### src/rtl/msg_packer_top.sv
// Packs length-prefixed messages into a 64-bit Avalon-ST byte stream.
// A 48-byte shift buffer feeds out_data directly from its first eight registers.
module msg_packer_top (
    input  logic         clk,
    input  logic         reset_n,
    input  logic         in_valid,
    output logic         in_ready,
    input  logic [255:0] in_data,
    input  logic [5:0]   in_length,
    input  logic         in_sop,
    input  logic         in_eop,
    input  logic [15:0]  in_count,
    output logic         out_valid,
    input  logic         out_ready,
    output logic [63:0]  out_data,
    output logic         out_startofpacket,
    output logic         out_endofpacket,
    output logic [2:0]   out_empty,
    output logic         out_error
);
    typedef enum logic {PKT_IDLE, PKT_OPEN} pkt_state_t;

    localparam int unsigned BUF_BYTES = 48;
    localparam int unsigned APP_BYTES = 36;

    pkt_state_t  state_q;
    logic [7:0]  buf_q [BUF_BYTES];
    logic [7:0]  buf_d [BUF_BYTES];
    logic [7:0]  app   [APP_BYTES];
    logic [7:0]  pay   [32];
    logic [5:0]  level_q, level_d;
    logic [15:0] msg_cnt_q, exp_cnt_q;
    logic        err_q, err_d, eop_pend_q, sop_pend_q;
    logic        msg_take, beat_take, keep, drop, len_bad, cnt_bad;
    logic [5:0]  len_field;
    logic [15:0] cnt_next, cnt_expect;
    int unsigned app_n, pos, pop_n;

    for (genvar g = 0; g < 32; g++) begin : g_pay
        assign pay[g] = in_data[255-8*g -: 8];
    end

    for (genvar g = 0; g < 8; g++) begin : g_out
        assign out_data[63-8*g -: 8] = buf_q[g];
    end

    always_comb begin
        in_ready          = !reset_n && (level_q <= 6'd12) && !eop_pend_q &&
                            (!in_sop || level_q == '0);
        out_valid         = (level_q >= 6'd8) || (eop_pend_q && level_q != '0);
        out_endofpacket   = eop_pend_q && (level_q != '0) && (level_q <= 6'd8);
        out_empty         = out_endofpacket ? 3'(4'd8 - level_q[3:0]) : '0;
        out_error         = out_endofpacket && err_q;
        out_startofpacket = sop_pend_q;
    end

    always_comb begin
        msg_take   = in_valid && in_ready;
        beat_take  = out_valid && out_ready;
        keep       = msg_take && (in_sop || state_q == PKT_OPEN);
        drop       = msg_take && !keep;
        len_bad    = (in_length == '0) || (in_length > 6'd32);
        len_field  = (in_length > 6'd32) ? 6'd32 : in_length;
        cnt_next   = in_sop ? 16'd1 : msg_cnt_q + 16'd1;
        cnt_expect = in_sop ? in_count : exp_cnt_q;
        cnt_bad    = in_eop && (cnt_next != cnt_expect);
        app_n      = (in_sop ? 32'd4 : 32'd2) + 32'(len_field);
        pop_n      = beat_take ? ((level_q >= 6'd8) ? 32'd8 : 32'(level_q)) : 32'd0;
        pos        = 32'(level_q) - pop_n;
        level_d    = level_q - 6'(pop_n) + (keep ? 6'(app_n) : 6'd0);

        for (int unsigned j = 0; j < APP_BYTES; j++) begin
            app[j] = '0;
            if (in_sop) begin
                if (j == 0)      app[j] = in_count[15:8];
                else if (j == 1) app[j] = in_count[7:0];
                else if (j == 3) app[j] = {2'b00, len_field};
                else if (j >= 4) app[j] = pay[5'(j-4)];
            end else begin
                if (j == 1)                app[j] = {2'b00, len_field};
                else if (j >= 2 && j < 34) app[j] = pay[5'(j-2)];
            end
        end

        // Pop first, then append at the post-pop level; bytes past level stay zero,
        // which gives the zero padding on a short eop beat for free.
        for (int unsigned j = 0; j < BUF_BYTES; j++) begin
            if (!beat_take)
                buf_d[j] = buf_q[j];
            else if (j + 8 < BUF_BYTES)
                buf_d[j] = buf_q[6'(j+8)];
            else
                buf_d[j] = '0;
            if (keep && j >= pos && j < pos + app_n)
                buf_d[j] = app[6'(j-pos)];
        end

        err_d = err_q;
        if (beat_take && out_endofpacket)
            err_d = 1'b0;
        if (drop || (keep && (len_bad || cnt_bad)))
            err_d = 1'b1;
    end

    always_ff @(posedge clk or posedge reset_n) begin
        if (reset_n) begin
            state_q    <= PKT_IDLE;
            buf_q      <= '{default: '0};
            level_q    <= '0;
            msg_cnt_q  <= '0;
            exp_cnt_q  <= '0;
            err_q      <= 1'b0;
            eop_pend_q <= 1'b0;
            sop_pend_q <= 1'b0;
        end else begin
            buf_q   <= buf_d;
            level_q <= level_d;
            err_q   <= err_d;
            if (keep) begin
                msg_cnt_q <= cnt_next;
                if (in_sop)
                    exp_cnt_q <= in_count;
                state_q <= in_eop ? PKT_IDLE : PKT_OPEN;
            end
            if (keep && in_eop)
                eop_pend_q <= 1'b1;
            else if (beat_take && out_endofpacket)
                eop_pend_q <= 1'b0;
            if (keep && in_sop)
                sop_pend_q <= 1'b1;
            else if (beat_take)
                sop_pend_q <= 1'b0;
        end
    end
endmodule

### config.mk
export PLATFORM = sky130hd
export DESIGN_NAME = msg_packer_top
export DESIGN_NICKNAME = d
export VERILOG_FILES = /design/src/rtl/msg_packer_top.sv
export SDC_FILE = /design/constraint.sdc
export NUM_CORES = 2
export LEC_CHECK = 0
export CAP_MARGIN = 20
export CORE_ASPECT_RATIO = 1.25
export CORE_UTILIZATION = 40
export DETAILED_ROUTE_END_ITERATION = 12
export SLEW_MARGIN = 0
export SYNTH_ARGS = -nofsm -noshare
export SYNTH_HDL_FRONTEND = slang
export SYNTH_SLANG_ARGS = --single-unit
### constraint.sdc
create_clock -name clk -period 19.25 [get_ports clk]
set_input_delay 1.925 -clock clk [delete_from_list [all_inputs] [get_ports clk]]
set_output_delay 1.925 -clock clk [all_outputs]
set_load 0.03 [all_outputs]
* Word-level counts from Yosys, hierarchy flattened *
Index checks and enable logic that the tools add are counted.
W data, S select, Z words.

operators by class
  eq/ne operators = 1
  mux-type cells = 283
  magnitude comparators = 148
  bitwise gates (word level) = 48
  reductions and logical operators = 175
  $add $sub $neg = 55

operators with widths
  cell                     number
  $bmux W8 S6              48
  $mux W8                  221
  $ge A5 B32 Y1 const A    16
  $ge A6 B32 Y1 const A    16
  $lt A5 B32 Y1 const A    16
  $lt A6 B32 Y1 const A    16
  $ge A7 B7 Y1 const B     48
  $not A6 Y7               48
  $ge A4 B32 Y1 const A    8
  $lt A4 B32 Y1 const A    8
  $sub A6 B6 Y6 const A    32
  $ge A3 B32 Y1 const A    4
  $lt A3 B32 Y1 const A    4
  $logic_and A1 B1 Y1      111
  $reduce_bool A2 Y1       51
  $ge A1 B32 Y1 const A    2
  $ge A2 B32 Y1 const A    2
  $lt A1 B32 Y1 const A    2
  $lt A2 B32 Y1 const A    2
  $sub A5 B6 Y6 const A    8
  $mux W16                 2
  $mux W6                  4
  $sub A4 B6 Y6 const A    4
  $add A16 B1 Y16 const B  1
  other kinds (19)         36

storage, ports and cells
  bits of input ports = 284
  word-level logic and storage cells = 765
  flip-flop bits (word level) = 426
  output and inout port bits = 72

* Depth between registers and ports, before layout *
  word-level depth = 12
  depth in mapped cells = 31
  gate-level depth less buffers = 22

* Worst setup path before layout *
OpenSTA, ideal clock, no wires.

  kind = input -> register
  from = input port out_ready
  to = register buf_q (netlist bit out_data[15])
  path buffers = 8
  arrival = 7270 ps
  data required time = 19171 ps
  stages on the path = 24
  library setup time = 79 ps
  path slack = 11900 ps
  cells stage by stage = nand2_1 clkbuf_1 clkbuf_1 nor3_1 ha_1 fa_1 o21ai_1 xnor2_1 inv_2 buf_2 clkbuf_1 clkbuf_1 buf_2 ha_1 o21ai_0 o21ai_0 inv_1 o31ai_4 a31oi_2 mux2_2 buf_2 o31ai_2 buf_4 mux2i_1

between the ends
  cells in the longest elaborated chain, start to end = 9
  elaborated cells between the ends (all ways) = 15
  those cells by class = add/sub: 3; order compare: 2; mux: 5; bitwise: 1; reduce/logical: 4

RTL lines
  what                                                                   RTL line  source
  start, declared                                                        14        input logic out_ready,
  $logic_and A1 B1 Y1 *                                                  59        beat_take = out_valid && out_ready;
  parallel branches: the longest is 8 deep, another holds $lt A3 B32 Y1  --
  end signal, assigned                                                   116       buf_q <= buf_d;
  end, declared                                                          27        logic [7:0] buf_q [BUF_BYTES];

Every way passes the cells marked *. The select of a mux whose other input is x is not followed.
A chain may end at the register's enable or synchronous reset.

* Worst setup path after layout *
  from = input port out_ready
  to = register buf_q[158] in the netlist's numbering

between the ends
  cells in the longest elaborated chain, start to end = 9
  elaborated cells between the ends (all ways) = 15
  those cells by class = add/sub: 3; order compare: 2; mux: 5; bitwise: 1; reduce/logical: 4

RTL lines
  what                                                                   RTL line
  $logic_and A1 B1 Y1 *                                                  59
  parallel branches: the longest is 8 deep, another holds $lt A5 B32 Y1  --

Marked as above.

==> summary.md <==
Outcome
* finished, final reports clean — run status

Placement
* 1.09 — final weighted congestion in routability-driven placement
* 355 — port buffer count
* 182,000 µm — HPWL after DPL

Layout
* 34,700 µm² — combined area of the multi-input logic cells
* 10,700 µm² — area of all sequential standard cells
* 11,400 — filler cell count in the final layout
* 13.7% — Area Growth Syn to Fin
* 0.145 — share of post-route cells with drive strength above 1
* 5,540 — count of nets after finishing

Detailed routing
* 87,700 µm — WL met1
* 0 — Antenna Violating Nets Remaining
* 6.78 — average via count per standard cell
* 0 — DRC violation count after routing
* 6,393 — Initial DRC Count
* 27,900 µm — sum of met3 wire segment lengths after detailed routing
* 98,000 µm — detailed route wirelength on metal2
* 46,300 — via count
* 33.8 µm — detailed-route wire length per cell
* 7 — first drt pass iteration count
* 231,000 µm — total detailed-routing wirelength
* met5 — uppermost layer routed

Timing
* 0.120 — worst-case headroom to the max-slew limit
* 0 — fin. max-slew vios
* 0 — final-report hold violation count
* 123 MHz — f_max
* 8.15 ns — min Tclk post-route
* 1.28 ns — worst-margin pin slew
* no — unrepaired setup endpoints after global routing
* 0 — final setup violating endpoints
* 0 ns — Final TNS setup
* 0.0285 ns — Final Skew
* 0.423 — period utilisation layout

Die
* 141 — # rows
* 0.403 — Starting Density
* 356 — boundary pin count
* 120,000 µm² — DIE AREA
* 387 µm — Die Y-Extent
* 310 µm — Die X
* 118,000 µm² — area of the core

Clocking
* 0 — Post-CTS Setup Repair Bufs
* 50 — total clock buffers created by CTS
* yes — clock tree from TritonCTS
* 0.06 ns — Clock transition at path regs
* 426 — number of sinks handled by clock tree synthesis
* 0.65 ns — latest clock arrival within the worst-skew pair
* sky130_fd_sc_hd__clkbuf_16 — Root Buffer
* 0 — CTS-repair resized insts
* 3 — number of buffers on the longest clock path
* 0 — Post-CTS Hold Buffers
* 2 — count of H-tree levels built during CTS

Worst setup path
* flip-flop — critical path endpoint category
* primary input — nature of the critical path startpoint
* 8.62 ns — arrival time at the worst endpoint
* 76 — peak fanout along the critical path
* 19.73 ns — Critical Path RT
* primary input to flip-flop — category of the critical setup timing path

Logic synthesis
* 426 — register bit count reported by yosys
* 96 — Netlist cell types
* sky130_fd_sc_hd__dfrtp_1 — Primary FF master, synth
* 0 — warnings from Yosys
* 1.00 — fraction of registers with async set/reset
* 0 — number of enable flip-flop cells after synthesis
* 47,500 µm² — area of the mapped netlist
* 0.224 — sequential fraction of the synthesis area
* 9.19 µm² — Synth Area per Inst
* 5,169 — count of mapped cells out of synthesis

GRT
* 321,000 µm — global-route wire length before repair
* 11 — number of antenna violations at the first check in global routing
* 0.373 — GRT Overall Usage
* 150 — pin count of the biggest net entering global routing
* 42,700 — vias in the first global route
* 0 — global-route congestion overflow total

Job
* 0 — maxcap violations

Worst hold path
* flip-flop to flip-flop — class of the worst hold path

==> cell usage after synthesis, types with 77 or more instances <==
cell type	n	area share
sky130_fd_sc_hd__a21oi_1	379	0.040
sky130_fd_sc_hd__a22oi_1	77	0.012
sky130_fd_sc_hd__buf_2	92	0.0097
sky130_fd_sc_hd__clkbuf_1	291	0.023
sky130_fd_sc_hd__dfrtp_1	426	0.22
sky130_fd_sc_hd__mux2_2	110	0.026
sky130_fd_sc_hd__mux2i_1	1043	0.22
sky130_fd_sc_hd__mux4_2	299	0.14
sky130_fd_sc_hd__nand2_1	503	0.040
sky130_fd_sc_hd__nor2_1	395	0.031
sky130_fd_sc_hd__nor3_1	149	0.016
sky130_fd_sc_hd__o21ai_0	216	0.023
sky130_fd_sc_hd__o22ai_1	90	0.012
sky130_fd_sc_hd__xnor2_1	86	0.016
==> area by class of cell <==
type                            count  share of cell area
Tap cell                         1573              0.0364
Antenna cell                        5            0.000232
Multi-Input combinational cell   4179               0.642
Clock buffer                       67              0.0264
Inverter                           68             0.00500
Clock inverter                     25             0.00584
Timing Repair Buffer              483              0.0864
Sequential cell                   426               0.197
==> per-stage QoR <==
step / cells / area, µm² / util / hold WS (ns) / setup slack, ns
final: 6826 / 54000 / 0.458 / 0.488 / 11.10
after global routing: 6822 / 54000 / 0.458 / 0.501 / 10.83
after CTS: 6806 / 53800 / 0.456 / 0.492 / 11.29
after detailed placement: 6714 / 52100 / 0.441 / 0.473 / 10.62
after global placement: 6711 / 52000 / 0.441 / 0.470 / 10.46
after floorplan: 5171 / 47500 / - / 0.455 / 5.46
==> state kept, by name (all words and copies together), names as in the netlist <==
name               count
eop_pend_q             1
exp_cnt_q             16
err_q                  1
msg_cnt_q             16
out_startofpacket      1
level_q                6
state_q                1
buf_q                320
out_data              64
==> logic make-up (layout without fill, tap and decap cells) <==
family,count (synthesis),after routing,share of synthesized area
muxes,1452,1452,0.388
and+or+nand+nor,1304,1304,0.120
AOI/OAI and AO/OA,1253,1253,0.176
buffers and inverters,566,643,0.0532
DFF,426,426,0.224
xor gates and xnor gates,118,118,0.0246
adders and majority gates,48,48,0.0139
other,2,9,0.000158
==> cell usage in the layout (no fill, tap or decap), types with 54 or more instances in the layout <==
master                            Yosys  final
sky130_fd_sc_hd__o22ai_1             90     90
sky130_fd_sc_hd__a22oi_1             77     77
sky130_fd_sc_hd__a21oi_1            379    371
sky130_fd_sc_hd__mux2i_1           1043   1042
sky130_fd_sc_hd__buf_4               66    111
sky130_fd_sc_hd__nand3_1             66     65
sky130_fd_sc_hd__mux2_2             110    110
sky130_fd_sc_hd__nand2_1            503    502
sky130_fd_sc_hd__xnor2_1             86     59
sky130_fd_sc_hd__nor3_1             149    149
sky130_fd_sc_hd__clkdlybuf4s50_1      0    354
sky130_fd_sc_hd__o21ai_0            216    216
sky130_fd_sc_hd__o2bb2ai_1           54     54
sky130_fd_sc_hd__inv_1               62     60
sky130_fd_sc_hd__nor2_1             395    390
sky130_fd_sc_hd__dfrtp_1            426    426
sky130_fd_sc_hd__mux4_2             299    299
sky130_fd_sc_hd__a31oi_1             66     66
==> critical path, cell delays in order <==
cell,delay [ns]
sky130_fd_sc_hd__clkdlybuf4s50_1,0.63
sky130_fd_sc_hd__nand2_4,0.28
sky130_fd_sc_hd__nor3_1,0.45
sky130_fd_sc_hd__ha_4,0.22
sky130_fd_sc_hd__fa_4,0.64
sky130_fd_sc_hd__inv_4,0.66
sky130_fd_sc_hd__ha_4,0.61
sky130_fd_sc_hd__buf_4,0.64
sky130_fd_sc_hd__buf_4,0.82
sky130_fd_sc_hd__nor2_1,0.18
sky130_fd_sc_hd__a211oi_1,0.26
sky130_fd_sc_hd__a21o_1,0.52
sky130_fd_sc_hd__or3_1,0.19
sky130_fd_sc_hd__a311oi_1,0.09
sky130_fd_sc_hd__a21oi_1,0.26
sky130_fd_sc_hd__mux2i_1,0.12
==> final timing paths <==
check / start / depth (start not counted) / slack (ns) / to
max in group asynchronous: reset_n / 4 / 15.16 / buf_q[120]
hold / removal: buf_q[27] / 1 / 0.49 / buf_q[27]
min in group asynchronous: reset_n / 2 / 1.84 / err_q
setup reg to reg: level_q[5] / 19 / 11.71 / buf_q[207]
hold reg to reg: buf_q[27] / 1 / 0.49 / buf_q[27]
setup / recovery: out_ready / 16 / 11.10 / buf_q[158]
==> routing by layer <==
metal,vias to the layer above,GRT usage
met2,3076,0.547
met5,-,0.00286
met1,22900,0.478
met3,676,0.113
met4,12,0.230
li1,19600,-
Power is not shown: default switching activity piles up to over one toggle a cycle in this logic, so the estimate is an artifact.
